$ cat src/rtl/seq_mult16_if.sv
// seq_mult16_if: start/operand/result bundle between the operand stage and the multiplier
interface seq_mult16_if;
   logic        start;
   logic [15:0] a;
   logic [15:0] b;
   logic        busy;
   logic        done;
   logic [31:0] p;
   modport master (output start, a, b, input busy, done, p);
   modport slave  (input start, a, b, output busy, done, p);
endinterface

$ cat src/rtl/seq_mult16.sv
// seq_mult16: 16x16 unsigned shift-and-add multiplier retiring one multiplier bit per clock
module rca16 (
   input  logic [15:0] x,
   input  logic [15:0] y,
   input  logic        ci,
   output logic [15:0] s,
   output logic        co
);
   logic c;
   // ripple the carry bit by bit through the 16 full-adder stages
   always_comb begin
      c = ci;
      s = '0;
      for (int i = 0; i < 16; i++) begin
         s[i] = x[i] ^ y[i] ^ c;
         c    = (x[i] & y[i]) | (c & (x[i] ^ y[i]));
      end
      co = c;
   end
endmodule

module seq_mult16 (
   input logic         clk,
   input logic         rst,
   seq_mult16_if.slave bus
);
   typedef enum logic [1:0] {IDLE = 2'd0, RUN = 2'd1, DONE = 2'd2} state_t;
   state_t      state_q, state_d;
   logic [15:0] m_q, m_d, a_q, a_d, q_q, q_d;
   logic [4:0]  cnt_q, cnt_d;
   logic [31:0] p_q, p_d;
   logic [15:0] sum, acc;
   logic        co, c_add;
   rca16 u_add (.x(a_q), .y(m_q), .ci(1'b0), .s(sum), .co(co));
   // the adder result is only kept when the current multiplier bit is set; its carry feeds the shift
   assign {c_add, acc} = q_q[0] ? {co, sum} : {1'b0, a_q};
   assign bus.busy = state_q == RUN;
   assign bus.done = state_q == DONE;
   assign bus.p    = p_q;
   // next-state and datapath update: capture on accept, add-and-shift while running
   always_comb begin
      state_d = state_q;
      m_d     = m_q;
      a_d     = a_q;
      q_d     = q_q;
      cnt_d   = cnt_q;
      p_d     = p_q;
      case (state_q)
         IDLE: if (bus.start) begin
            m_d     = bus.a;
            q_d     = bus.b;
            a_d     = '0;
            cnt_d   = '0;
            state_d = RUN;
         end
         RUN: begin
            a_d   = {c_add, acc[15:1]};
            q_d   = {acc[0], q_q[15:1]};
            cnt_d = cnt_q + 5'd1;
            if (cnt_q == 5'd15) begin
               state_d = DONE;
               p_d     = {c_add, acc[15:1], acc[0], q_q[15:1]};
            end
         end
         default: state_d = IDLE;
      endcase
   end
   // state register; reset clears everything including the product
   always_ff @(posedge clk) begin
      if (rst) begin
         state_q <= IDLE;
         m_q     <= '0;
         a_q     <= '0;
         q_q     <= '0;
         cnt_q   <= '0;
         p_q     <= '0;
      end else begin
         state_q <= state_d;
         m_q     <= m_d;
         a_q     <= a_d;
         q_q     <= q_d;
         cnt_q   <= cnt_d;
         p_q     <= p_d;
      end
   end
endmodule
$ cat src/flat_wrapper.sv
// flat-port wrapper written by rule: the top's interface ports become plain ports
module seq_mult16_flat 
  (clk, rst, bus_start, bus_a, bus_b, bus_busy, bus_done, bus_p);
  seq_mult16_if bus_i ();
  input logic clk;
  input logic rst;
  input wire logic [$bits(bus_i.start)-1:0] bus_start;
  input wire logic [$bits(bus_i.a)-1:0] bus_a;
  input wire logic [$bits(bus_i.b)-1:0] bus_b;
  output wire logic [$bits(bus_i.busy)-1:0] bus_busy;
  output wire logic [$bits(bus_i.done)-1:0] bus_done;
  output wire logic [$bits(bus_i.p)-1:0] bus_p;
  assign bus_i.start = bus_start;
  assign bus_i.a = bus_a;
  assign bus_i.b = bus_b;
  assign bus_busy = bus_i.busy;
  assign bus_done = bus_i.done;
  assign bus_p = bus_i.p;
  seq_mult16 u_core (.clk(clk), .rst(rst), .bus(bus_i));
endmodule
$ cat config.mk
export PLATFORM = sky130hd
export DESIGN_NAME = seq_mult16_flat
export DESIGN_NICKNAME = d
export VERILOG_FILES = /design/src/rtl/seq_mult16_if.sv /design/src/rtl/seq_mult16.sv /design/src/flat_wrapper.sv
export SDC_FILE = /design/constraint.sdc
export NUM_CORES = 1
export LEC_CHECK = 0
export BUFFER_PORTS_ARGS = -buffer_cell sky130_fd_sc_hd__buf_2
export CORE_AREA = 2 2 90 92
export CTS_BUF_LIST = sky130_fd_sc_hd__clkbuf_16
export CTS_CLUSTER_DIAMETER = 150
export DETAILED_ROUTE_END_ITERATION = 6
export DIE_AREA = 0 0 92 94
export PLACE_DENSITY = 0.73
export RECOVER_POWER = 25
export SYNTH_ARGS = -nofsm -noshare
export SYNTH_HDL_FRONTEND = slang
export SYNTH_HIERARCHICAL = 1
export SYNTH_SLANG_ARGS = --single-unit
$ cat constraint.sdc
create_clock -name clk -period 7.2 [get_ports clk]
set_input_delay 1.08 -clock clk [delete_from_list [all_inputs] [get_ports clk]]
set_output_delay 1.08 -clock clk [all_outputs]
set_load 0.005 [all_outputs]
# [After elaboration in Yosys (flattened, before gate mapping)]
# Index checks and enable logic that the tools add are counted.
[classes] addsub=1 n_eq_ne=5 n_mux=10 bitwise_logic=77 n_reduce_logical=6
[ops] op="$pmux 16 s2" count=2
[ops] op="$mux 16" count=2
[ops] op="$and 1x1->1" count=31
[ops] op="$xor 1x1->1" count=31
[ops] op="$mux 17" count=1
[ops] op="$or 1x1->1" count=15
[ops] op="$pmux 5 s2" count=1
[ops] op="$reduce_and 2->1" count=4
[ops] op="$add 5x1->5 const B" count=1
[ops] op="$eq 5x4->1 const B" count=1
[ops] op="$mux 5" count=1
[ops] op="$mux 2" count=2
[ops] op="$pmux 2 s2" count=1
[ops] op="$eq 2x1->1 const B" count=1
[ops] op="$eq 2x2->1 const B" count=1
[ops] op="$logic_not 2->1" count=1
[ops] op="$ne 2x1->1 const B" count=1
[ops] op="$ne 2x2->1 const B" count=1
[ops] op="$reduce_bool 2->1" count=1
[totals] register_bits=87 inputBits=35 output_inout_bits=34 elab_cells=105

# [Depth between registers and ports, before layout]
# Gate-level depths: netlist of run 1.
[logic_depth] ltp_word=33 depth_mapped=23

# [Cells and area by module]
# The synthesis of run 1 kept the hierarchy.
[modules_own_cells] module="seq_mult16" instances=1 cells_each=343 area_each_um2=3393.3 seq_area_each_um2=1741.7
[modules_own_cells] module="rca16" instances=1 cells_each=26 area_each_um2=357.8 seq_area_each_um2=0.0

# [Worst setup path after synthesis of run 1]
# Ideal clock, no wire load.
[synth_timing] path_kind="reg2reg" startpoint="reg u_core.m_q[0]" endpoint="reg u_core.a_q[14]" setup_ps=66 arrival_ps=6679 required_time_ps=7134 setup_slack_ps=455 stages_incl_launch_ff=24 path_buffers=0 cell_sequence="dfxtp_1 fa_1 inv_1 fa_1 inv_1 fa_1 fa_1 fa_1 fa_1 fa_1 fa_1 fa_1 fa_1 fa_1 fa_1 fa_1 fa_1 fa_1 inv_1 fa_1 inv_1 mux2i_1 o2bb2ai_1 nor2b_1"
[synth_between] elab_chain_len=32
[synth_rtl] element="start: declaration" line="seq_mult16.sv:29" rtl="logic [15:0] m_q, m_d, a_q, a_d, q_q, q_d;"
[synth_rtl] element="start signal: assignment" line="seq_mult16.sv:79" rtl="m_q <= m_d;"
[synth_rtl] element="$and 1x1->1 (2 in a row)" line="seq_mult16.sv:16" rtl="c = (x[i] & y[i]) | (c & (x[i] ^ y[i]));"
[synth_rtl] element="$or 1x1->1" line="seq_mult16.sv:16"
[synth_rtl] element="$and 1x1->1" line="seq_mult16.sv:16"
[synth_rtl] element="$or 1x1->1" line="seq_mult16.sv:16"
[synth_rtl] element="$and 1x1->1" line="seq_mult16.sv:16"
[synth_rtl] element="$or 1x1->1" line="seq_mult16.sv:16"
[synth_rtl] element="$and 1x1->1" line="seq_mult16.sv:16"
[synth_rtl] element="$or 1x1->1" line="seq_mult16.sv:16"
[synth_rtl] element="(+16 left out)"
[synth_rtl] element="$and 1x1->1" line="seq_mult16.sv:16"
[synth_rtl] element="$or 1x1->1" line="seq_mult16.sv:16"
[synth_rtl] element="$and 1x1->1" line="seq_mult16.sv:16"
[synth_rtl] element="$or 1x1->1" line="seq_mult16.sv:16"
[synth_rtl] element="$xor 1x1->1" line="seq_mult16.sv:15" rtl="s[i] = x[i] ^ y[i] ^ c;"
[synth_rtl] element="net u_core.sum[15]" line="seq_mult16.sv:32" rtl="logic [15:0] sum, acc;"
[synth_rtl] element="$mux 17" line="seq_mult16.sv:36" rtl="assign {c_add, acc} = q_q[0] ? {co, sum} : {1'b0, a_q};"
[synth_rtl] element="$pmux 16 s2" line="seq_mult16.sv:48" rtl="case (state_q)"
[synth_rtl] element="end signal: assignment" line="seq_mult16.sv:73" rtl="a_q <= '0;"
[synth_rtl] element="end signal: assignment" line="seq_mult16.sv:80" rtl="a_q <= a_d;"
[synth_rtl] element="end: declaration" line="seq_mult16.sv:29"
# The timed path passes the listed nets, and every way through them passes these cells.
# A chain may end at the register's enable or synchronous reset.

# [Worst setup path in the final report of run 1]
# Ends and elaborated chain as after synthesis.

==> flow_metrics.env, run 1 <==
export IMPL_status="completed"
export IMPL_crit_cells=23
export IMPL_slew_headroom=0.3888
export IMPL_grt_pass1_vias=2717
export IMPL_synth_area_leaders="dfxtp_1 (46%), fa_1 (8.5%), nand2_1 (5.0%)"
export IMPL_synth_cell_area_um2=3751
export IMPL_die_x_um=92
export IMPL_worst_r2r_cell_count=23
export IMPL_ir_worst_vdd_mv=0.1234
export IMPL_placed_cell_area_um2=4028
export IMPL_cts_hold_buf=0
export IMPL_synth_cell_types=41
export IMPL_regToRegStartpoint="u_core/m_q[0]$_SDFFE_PP0P_"
export IMPL_crit_end="u_core/a_q[14]$_SDFFE_PP0P_"
export IMPL_synth_cells=369
export IMPL_p_leak_nw=1.840
export IMPL_crit_arrival_ns=7.19
export IMPL_yosysTopAreaCellShare=0.4643
export IMPL_final_area_um2=4323
export IMPL_cts_sink_count=87
export IMPL_combPwrFrac=0.077
export IMPL_cp_slowest_cell="fa_1"
export IMPL_via_count=2823
export IMPL_power_switching_w=0.0002594
export IMPL_wire_per_inst_um=14.86
export IMPL_syn_nets=422
export IMPL_drive_above_1_share=0.2412
export IMPL_syn_avg_cell_area_um2=10.17
export IMPL_yosysSeqAreaShare=0.4643
export IMPL_antenna_left=0
export IMPL_vias_per_cell=5.336
export IMPL_grt_usage=0.1920
export IMPL_drc=0
export IMPL_cts_buffer_depth=2
export IMPL_critPathLaunch="u_core/m_q[0]$_SDFFE_PP0P_"
export IMPL_crit_top_cell="fa_1"
export IMPL_setup_violations_final=0
export IMPL_clockPowerShare=0.437
export IMPL_core_um2=7607
export IMPL_final_common_cell="dfxtp_1"
export IMPL_synth_seq_cells=87
export IMPL_grt_max_degree=59
export IMPL_cellPowerDensity_nw_per_um2=244.5
export IMPL_period_needed_ns=6.919
export IMPL_area_growth_pct=15.24
export IMPL_max_freq_mhz=144.5
export IMPL_routed_wl_mm=7.862
export IMPL_min_period_over_period=0.9610
export IMPL_r2r_setup_slack_ns=0.28
export IMPL_clk_pin_slew_ns=0.07
export IMPL_yosys_area_top_type="dfxtp_1"
export IMPL_row_count=32
export IMPL_cp_top_family="adder cells"
export IMPL_final_hold_violation_count=0
export IMPL_first_pass_iters=4
export IMPL_slowest_delay_ns=0.42
export IMPL_path_buf_inv=4
export IMPL_diodes=0
export IMPL_layout_common_cells="dfxtp_1 (87), buf_2 (60), nand2_1 (50)"
export IMPL_critPathKind="reg2reg"
export IMPL_nets=475
export IMPL_cts_buffers=9
export IMPL_die_area_um2=8648
export IMPL_drv_slew=0
export IMPL_drt_iter0_drc=129
export IMPL_grt_ovfl_total=0
export IMPL_gp_congestion=0.7744
export IMPL_finalSetupTns_ns=0
export IMPL_grt_pass1_wl_mm=13.04
export IMPL_antenna_found_initial=0
export IMPL_hp_class="reg2reg"
export IMPL_maxCapViolations=0
export IMPL_die_y_um=94
export IMPL_clk_latency_ns=0.34
export IMPL_cts_tree="built"
export IMPL_intPower_w=0.0007976
export IMPL_required_ns=7.48
export IMPL_max_slew_worst_pin_slew_ns=0.9148
export IMPL_swShare=0.2454
export IMPL_num_io_pins=69
export IMPL_skew_ns=0.007310
export IMPL_yosysWarnings=6
export IMPL_initial_core_util=0.4931
export IMPL_h_tree_depth=3
export IMPL_numPortBuffers=68
export IMPL_post_cts_buffers=0
export IMPL_cp_max_fo=2
export IMPL_path_cells="fa_1 -> inv_1 -> fa_1 -> inv_1 -> fa_1 -> fa_1 -> fa_1 -> fa_2 -> fa_1 -> fa_1 -> fa_1 -> fa_1 -> fa_2 -> fa_2 -> fa_1 -> fa_2 -> fa_1 -> inv_1 -> fa_1 -> inv_1 -> mux2i_1 -> o2bb2ai_1 -> nor2b_1"
export IMPL_p_seq_frac=0.487
export IMPL_startpoint_type="flip-flop"
export IMPL_dp_hpwl_mm=4.991
export IMPL_ctsResizeCount=0
export IMPL_crit_path_end_kind="flip-flop"
export IMPL_r2r_end="u_core/a_q[14]$_SDFFE_PP0P_"
export IMPL_cts_root_buf="clkbuf_16"
export IMPL_rsz0062_at_grt="false"
flip-flops by register name, summed over array words and instances (netlist names):
name and count:
u_core/a_q 16, u_core/bus.p 32, u_core/cnt_q 5, u_core/m_q 16, u_core/q_q 16, u_core/state_q 2
power by group through the flow:
stage | registers, W | logic (W) | clock network (W)
floorplan | 0.000517 | 0.0000699 | 0
global placement | 0.000524 | 0.0000787 | 0
detailed placement | 0.000525 | 0.0000804 | 0
CTS | 0.000514 | 0.0000813 | 0.000470
global route | 0.000517 | 0.0000917 | 0.000487
finish | 0.000514 | 0.0000810 | 0.000462
cell families after synthesis:
group           synth area share
compound gates            0.2081
simple gates              0.1171
flops                     0.4643
buf+inv                  0.07205
fa+ha+maj                0.09206
mux                      0.04537
other cells            0.0009997
cell usage after synthesis, drive strengths merged:
cell type	n
dfxtp	87
nand2	50
a21oi	36
nor2	26
buf	25
a22o	23
a211oi	16
fa	16
o2bb2ai	15
inv	13
a22oi	9
mux2	8
mux2i	8
nor2b	8
clkbuf	4
nand3	4
ha	2
nand2b	2
or3	2
a31oi	1
a32oi	1
and3	1
conb	1
nand3b	1
nand4	1
nor3	1
nor3b	1
o211a	1
o21a	1
o21ai	1
o21ba	1
o21bai	1
or2	1
or3b	1
worst min path at each step:
stage	startpoint	to	slack, ns	cells past startpoint
CTS	u_core/bus.p[27]$_SDFFE_PP0P_	u_core/bus.p[27]$_SDFFE_PP0P_	0.46	1
floorplan	u_core/m_q[15]$_SDFFE_PP0P_	u_core/m_q[15]$_SDFFE_PP0P_	0.44	2
global route	u_core/bus.p[9]$_SDFFE_PP0P_	u_core/bus.p[9]$_SDFFE_PP0P_	0.48	1
finish	u_core/bus.p[27]$_SDFFE_PP0P_	u_core/bus.p[27]$_SDFFE_PP0P_	0.46	1
detailed placement	u_core/bus.p[28]$_SDFFE_PP0P_	u_core/bus.p[28]$_SDFFE_PP0P_	0.45	1
global placement	u_core/bus.p[24]$_SDFFE_PP0P_	u_core/bus.p[24]$_SDFFE_PP0P_	0.45	1
layout make-up:
type | instances | area (um2)
repair buffers | 71 | 352.8
clock inverters | 7 | 73.82
flip-flops and latches | 87 | 1742
well taps | 102 | 127.6
clock buffers | 9 | 225.2
fillers | 678 | 3284
inverters | 13 | 56.30
multi-input cells | 240 | 1745
per-layer routing:
layer	vias up	share of wire	GRT usage
li1	1398	-	-
met1	1356	0.49	0.2496
met2	59	0.46	0.3113
met3	10	0.038	0.03692
met4	0	0.014	0.08831
met5	-	0	0
metrics by stage:
step / worst slack (ns) / std cells / utilization / power [W] / hold WS (ns)
after detailed placement: 0.08503 / 513 / 0.5294 / 0.0006053 / 0.4474
final: 0.2808 / 529 / 0.5683 / 0.001057 / 0.4639
after floorplan: 0.4550 / 369 / - / 0.0005869 / 0.4363
after global routing: 0.04271 / 529 / 0.5683 / 0.001096 / 0.4825
after global placement: 0.2555 / 513 / 0.5294 / 0.0006029 / 0.4460
after CTS: 0.08029 / 529 / 0.5688 / 0.001065 / 0.4646
Power figures use the tool's default switching activity.
==> inputs of run 2 (changes only) <==
--- a/config.mk
+++ b/config.mk
@@ -7,7 +7,6 @@
 export LEC_CHECK = 0
 export BUFFER_PORTS_ARGS = -buffer_cell sky130_fd_sc_hd__buf_2
 export CORE_AREA = 2 2 90 92
-export CTS_BUF_LIST = sky130_fd_sc_hd__clkbuf_16
 export CTS_CLUSTER_DIAMETER = 150
 export DETAILED_ROUTE_END_ITERATION = 6
 export DIE_AREA = 0 0 92 94
==> run 2 against run 1 <==
Combinational power about the same. Die area did not move. Clock skew is 0.0054 ns higher. Clock power is 27% lower. Hold slack improved by 0.0042 ns. Largest power group unchanged. Highest routed layer unchanged.
==> flow_metrics.env, run 2 (synthesized netlist as in run 1, its figures left out) <==
export IMPL_p_leak_nw=1.805
export IMPL_r2r_setup_slack_ns=0.28
export IMPL_regArea_um2=1742
export IMPL_h_tree_depth=3
export IMPL_cts_hold_buf=0
export IMPL_slew_headroom=0.3214
export IMPL_antenna_found_initial=0
export IMPL_dp_hpwl_mm=4.991
export IMPL_cp_max_fo=2
export IMPL_layout_common_cells="dfxtp_1 (87), buf_2 (62), nand2_1 (50)"
export IMPL_worst_r2r_cell_count=23
export IMPL_nets=475
export IMPL_grt_pass1_vias=2633
export IMPL_drive_above_1_share=0.2482
export IMPL_row_count=32
export IMPL_period_needed_ns=6.919
export IMPL_final_common_cell="dfxtp_1"
export IMPL_numPortBuffers=68
export IMPL_first_pass_iters=4
export IMPL_n_fill_cell=695
export IMPL_cts_root_buf="clkbuf_8"
export IMPL_cellPowerDensity_nw_per_um2=220.8
export IMPL_critPathLaunch="u_core/m_q[0]$_SDFFE_PP0P_"
export IMPL_die_area_um2=8648
export IMPL_area_growth_pct=12.71
export IMPL_largest_reg_flops=32
export IMPL_gp_congestion=0.7744
export IMPL_p_total_w=0.0009337
export IMPL_required_ns=7.50
export IMPL_grt_ovfl_total=0
export IMPL_die_x_um=92
export IMPL_drt_iter0_drc=139
export IMPL_finalSetupTns_ns=0
export IMPL_final_hold_violation_count=0
export IMPL_max_freq_mhz=144.5
export IMPL_diodes=0
export IMPL_hp_class="reg2reg"
export IMPL_hold_ws_ns=0.4681
export IMPL_die_y_um=94
export IMPL_grt_max_degree=59
export IMPL_grt_pass1_wl_mm=12.63
export IMPL_min_period_over_period=0.9610
export IMPL_cts_buffers=9
export IMPL_post_cts_buffers=0
export IMPL_drv_slew=0
export IMPL_crit_path_end_kind="flip-flop"
export IMPL_antenna_left=0
export IMPL_crit_end="u_core/a_q[14]$_SDFFE_PP0P_"
export IMPL_clk_pin_slew_ns=0.10
export IMPL_status="completed"
export IMPL_cts_buffer_depth=2
export IMPL_setup_violations_final=0
export IMPL_clk_latency_ns=0.36
export IMPL_initial_core_util=0.4931
export IMPL_routed_wl_mm=7.670
export IMPL_drc=0
export IMPL_max_slew_worst_pin_slew_ns=1.017
export IMPL_startpoint_type="flip-flop"
export IMPL_cts_sink_count=87
export IMPL_vias_per_cell=5.301
export IMPL_r2r_end="u_core/a_q[14]$_SDFFE_PP0P_"
export IMPL_crit_arrival_ns=7.22
export IMPL_core_um2=7607
export IMPL_skew_ns=0.01271
export IMPL_multi_input_area_um2=1749
export IMPL_ir_worst_vdd_mv=0.08576
export IMPL_grt_usage=0.1841
export IMPL_cts_tree="built"
export IMPL_rsz0062_at_grt="false"
export IMPL_num_io_pins=69
export IMPL_regToRegStartpoint="u_core/m_q[0]$_SDFFE_PP0P_"
export IMPL_maxCapViolations=0
export IMPL_wire_per_inst_um=14.50
export IMPL_via_count=2804
export IMPL_critPathKind="reg2reg"
[run 2: cell types whose count changed in the layout (fill, tap and decap cells not counted), moves of 2 or more]
cell,previous run,this run
clkbuf_8,0,9
clkbuf_16,9,0
buf_2,60,62
clkbuf_1,8,6
[run 2: final cells by class]
| cell class | count | share of cell area |
|---|---|---|
| inverter | 13 | 0.01332 |
| sequential | 87 | 0.4120 |
| clock inverter | 7 | 0.01746 |
| multi-input combinational | 240 | 0.4137 |
| timing repair buffer | 71 | 0.08405 |
| clock buffer | 9 | 0.02930 |
| tap | 102 | 0.03019 |
[run 2: per-stage QoR]
| step | instances | util | setup WS [ns] | cell area [um2] |
|---|---|---|---|---|
| after detailed placement | 513 | 0.5294 | 0.08503 | 4028 |
| after CTS | 529 | 0.5554 | 0.08579 | 4225 |
| after global placement | 513 | 0.5294 | 0.2555 | 4028 |
| final | 529 | 0.5558 | 0.2810 | 4228 |
| after global routing | 529 | 0.5558 | 0.04322 | 4228 |
| after floorplan | 369 | - | 0.4550 | 3751 |
[run 2: metal layers]
metal | routed length [um] | track usage | share of wire | vias to the layer above
met5 | 0 | 0 | 0 | -
met4 | 85 | 0.05348 | 0.011 | 0
met3 | 354 | 0.04334 | 0.046 | 9
met2 | 3440 | 0.2941 | 0.45 | 75
met1 | 3790 | 0.2505 | 0.49 | 1334
li1 | - | - | - | 1386
[run 2: worst min path at each step]
stage                                        startpoint                            end  slack, ns  depth (start not counted)
after global placement    u_core/bus.p[24]$_SDFFE_PP0P_  u_core/bus.p[24]$_SDFFE_PP0P_       0.45                          1
after global routing       u_core/bus.p[9]$_SDFFE_PP0P_   u_core/bus.p[9]$_SDFFE_PP0P_       0.49                          1
final                       u_core/m_q[15]$_SDFFE_PP0P_    u_core/m_q[15]$_SDFFE_PP0P_       0.47                          2
after CTS                    u_core/m_q[1]$_SDFFE_PP0P_     u_core/m_q[1]$_SDFFE_PP0P_       0.47                          2
after floorplan             u_core/m_q[15]$_SDFFE_PP0P_    u_core/m_q[15]$_SDFFE_PP0P_       0.44                          2
after detailed placement  u_core/bus.p[28]$_SDFFE_PP0P_  u_core/bus.p[28]$_SDFFE_PP0P_       0.45                          1
[run 2: what timing repair did]
item | in CTS | in global routing
setup endpoints to repair | 0 | 2
hold endpoints to repair | 0 | 0
gates resized for setup | 0 | 4
[run 2: power breakdown]
| group | internal, W | switching (W) |
|---|---|---|
| Combinational | 0.0000315 | 0.0000491 |
| Clock | 0.000161 | 0.000178 |
| Sequential | 0.000497 | 0.0000171 |
[run 2: critical path, stage by stage, from the launching register on]
cell       delay (ns)
dfxtp_1          0.34
fa_1             0.42
inv_1            0.09
fa_1             0.16
inv_1            0.05
fa_1             0.37
fa_1             0.39
fa_2             0.35
fa_1             0.39
fa_1             0.39
fa_1             0.39
fa_1             0.38
fa_1             0.40
fa_2             0.36
fa_2             0.35
fa_1             0.40
fa_2             0.36
fa_1             0.37
inv_1            0.08
fa_1             0.41
inv_1            0.06
mux2i_1          0.08
o2bb2ai_1        0.16
nor2b_1          0.12
==> inputs of run 3 (changes only) <==
--- a/config.mk
+++ b/config.mk
@@ -6,11 +6,13 @@
 export NUM_CORES = 1
 export LEC_CHECK = 0
 export BUFFER_PORTS_ARGS = -buffer_cell sky130_fd_sc_hd__buf_2
-export CORE_AREA = 2 2 90 92
+export CELL_PAD_IN_SITES_DETAIL_PLACEMENT = 1
+export CELL_PAD_IN_SITES_GLOBAL_PLACEMENT = 2
+export CORE_AREA = 2 2 114 116
 export CTS_CLUSTER_DIAMETER = 150
 export DETAILED_ROUTE_END_ITERATION = 6
-export DIE_AREA = 0 0 92 94
-export PLACE_DENSITY = 0.73
+export DIE_AREA = 0 0 116 118
+export PLACE_DENSITY = 0.72
 export RECOVER_POWER = 25
 export SYNTH_ARGS = -nofsm -noshare
 export SYNTH_HDL_FRONTEND = slang
==> run 3 against run 2 <==
Non-clock buffer count did not move. Critical endpoint unchanged. Wire length rose by 22%. Final area is 4.7% higher. Register-to-register slack gained 0.02 ns. Clock skew down 0.0053 ns. Power is 17% higher. Sequential power about the same. Maximum frequency increased by 0.23%.
==> flow_metrics.env, run 3 (synthesized netlist as in run 1, its figures left out) <==
export IMPL_hold_path_depth=2
export IMPL_via_count=2835
export IMPL_worst_r2r_cell_count=23
export IMPL_min_period_over_period=0.9587
export IMPL_vias_per_cell=4.733
export IMPL_dp_cells=583
export IMPL_grt_max_degree=59
export IMPL_largest_reg_flops=32
export IMPL_cts_buffers=9
export IMPL_core_um2=12410
export IMPL_routedLengthMet1_mm=4.425
export IMPL_gp_congestion=0.7476
export IMPL_clockPowerShare=0.449
export IMPL_drc=0
export IMPL_maxUsedRoutingLayer="met4"
export IMPL_max_freq_mhz=144.9
export IMPL_antenna_found_initial=0
export IMPL_cts_root_buf="clkbuf_16"
export IMPL_intPower_w=0.0008322
export IMPL_skew_ns=0.007405
export IMPL_rsz0062_at_grt="false"
export IMPL_finalSetupTns_ns=0
export IMPL_combPwrFrac=0.078
export IMPL_final_hold_violation_count=0
export IMPL_whs_endpoint="u_core/m_q[15]$_SDFFE_PP0P_"
export IMPL_num_io_pins=69
export IMPL_hp_class="reg2reg"
export IMPL_min_from="u_core/m_q[15]$_SDFFE_PP0P_"
export IMPL_grt_pass1_wl_mm=15.35
export IMPL_regToRegStartpoint="u_core/m_q[0]$_SDFFE_PP0P_"
export IMPL_cts_sink_count=87
export IMPL_die_y_um=118
export IMPL_cellPowerDensity_nw_per_um2=245.8
export IMPL_die_area_um2=13690
export IMPL_r2r_setup_slack_ns=0.30
export IMPL_nets=475
export IMPL_wire_per_inst_um=15.65
export IMPL_fin_cells=599
export IMPL_wl_met2_mm=4.473
export IMPL_r2r_end="u_core/a_q[14]$_SDFFE_PP0P_"
export IMPL_setup_violations_final=0
export IMPL_clk_latency_ns=0.34
export IMPL_crit_path_end_kind="flip-flop"
export IMPL_first_pass_iters=4
export IMPL_required_ns=7.47
export IMPL_initial_core_util=0.3022
export IMPL_n_fill_cell=1467
export IMPL_p_seq_frac=0.473
export IMPL_swShare=0.2354
export IMPL_ir_worst_vdd_mv=0.09347
export IMPL_grt_ovfl_total=0
export IMPL_status="completed"
export IMPL_area_growth_pct=18.05
export IMPL_maxCapViolations=0
export IMPL_grt_pass1_vias=2978
export IMPL_critPathKind="reg2reg"
export IMPL_die_x_um=116
export IMPL_h_tree_depth=3
export IMPL_met3_length_um=385
export IMPL_drv_slew=0
export IMPL_p_leak_nw=1.848
export IMPL_max_slew_worst_pin_slew_ns=1.460
export IMPL_final_common_cell="dfxtp_1"
export IMPL_routed_wl_mm=9.376
export IMPL_slew_headroom=0.02697
export IMPL_period_needed_ns=6.903
export IMPL_diodes=0
export IMPL_layout_common_cells="dfxtp_1 (87), buf_2 (62), nand2_1 (50)"
export IMPL_row_count=41
export IMPL_dp_hpwl_mm=6.100
export IMPL_drive_above_1_share=0.2459
export IMPL_cp_max_fo=2
export IMPL_startpoint_type="flip-flop"
export IMPL_grt_usage=0.1438
export IMPL_numPortBuffers=68
export IMPL_crit_arrival_ns=7.18
export IMPL_power_switching_w=0.0002563
export IMPL_post_cts_buffers=0
export IMPL_cts_buffer_depth=2
export IMPL_antenna_left=0
export IMPL_cts_tree="built"
export IMPL_drt_iter0_drc=108
export IMPL_clk_pin_slew_ns=0.06
run 3: cell types whose count changed in the layout (fill, tap and decap cells not counted), moves of 2 or more:
cell / delta
clkbuf_1: +3
clkbuf_16: +9
clkbuf_8: -9
clkinv_4: -3
fa_1: -2
fa_2: +2
run 3: metrics by stage:
step | total power, W | setup WS [ns] | hold WS (ns) | util | instance area [um2]
after floorplan | 0.0005869 | 0.4550 | 0.4363 | - | 3751
after global placement | 0.0006081 | 0.2161 | 0.4468 | 0.3315 | 4115
after detailed placement | 0.0006119 | 0.03038 | 0.4432 | 0.3315 | 4115
after CTS | 0.001106 | 0.003681 | 0.4680 | 0.3562 | 4422
after global routing | 0.001142 | 0.02346 | 0.4841 | 0.3567 | 4428
final | 0.001088 | 0.2970 | 0.4606 | 0.3567 | 4428
run 3: critical path, cell delays in order, from the launching register on:
cell	delay, ns
dfxtp_1	0.33
fa_1	0.41
inv_1	0.08
fa_1	0.16
inv_1	0.05
fa_1	0.37
fa_1	0.40
fa_2	0.36
fa_2	0.35
fa_1	0.39
fa_1	0.39
fa_2	0.35
fa_2	0.35
fa_2	0.35
fa_1	0.40
fa_2	0.35
fa_1	0.39
fa_1	0.38
inv_1	0.08
fa_1	0.40
inv_1	0.06
mux2i_1	0.08
o2bb2ai_1	0.17
nor2b_2	0.16
run 3: per-layer routing:
| layer | track usage | vias to the layer above |
|---|---|---|
| li1 | - | 1388 |
| met1 | 0.1895 | 1386 |
| met2 | 0.2306 | 53 |
| met3 | 0.03708 | 8 |
| met4 | 0.04241 | 0 |
| met5 | 0 | - |
run 3: area by class of cell:
class	count	area, um2	area share
Timing Repair Buffer	71	351.6	0.07940
Clock inverter	4	70.07	0.01582
Sequential cell	87	1742	0.3933
Tap cell	172	215.2	0.04860
Multi-Input combinational cell	240	1757	0.3967
Clock buffer	12	236.5	0.05340
Inverter	13	56.30	0.01272
run 3: power groups by stage:
stage	sequential, W	combinational, W	clock, W
after detailed placement	0.000526	0.0000864	0
after global routing	0.000517	0.0000965	0.000528
after floorplan	0.000517	0.0000699	0
after CTS	0.000515	0.0000871	0.000505
after global placement	0.000525	0.0000830	0
final	0.000515	0.0000848	0.000489
run 3: what timing repair did:
| action | in CTS | in global routing |
|---|---|---|
| gates resized for setup | 0 | 7 |
| hold buffers | 0 | 0 |
| hold endpoints to repair | 0 | 0 |
| endpoints found under the setup margin | 0 | 2 |
run 3: how the worst max path moves through the flow:
stage | start | end | slack (ns) | depth (start not counted)
after floorplan | u_core/m_q[0]$_SDFFE_PP0P_ | u_core/a_q[14]$_SDFFE_PP0P_ | 0.45 | 23
after global placement | u_core/m_q[0]$_SDFFE_PP0P_ | u_core/a_q[14]$_SDFFE_PP0P_ | 0.22 | 23
final | u_core/m_q[0]$_SDFFE_PP0P_ | u_core/a_q[14]$_SDFFE_PP0P_ | 0.30 | 23
after global routing | u_core/a_q[0]$_SDFFE_PP0P_ | u_core/a_q[14]$_SDFFE_PP0P_ | 0.02 | 23
after detailed placement | u_core/m_q[0]$_SDFFE_PP0P_ | u_core/a_q[14]$_SDFFE_PP0P_ | 0.03 | 23
after CTS | u_core/m_q[0]$_SDFFE_PP0P_ | u_core/a_q[14]$_SDFFE_PP0P_ | 0.004 | 23
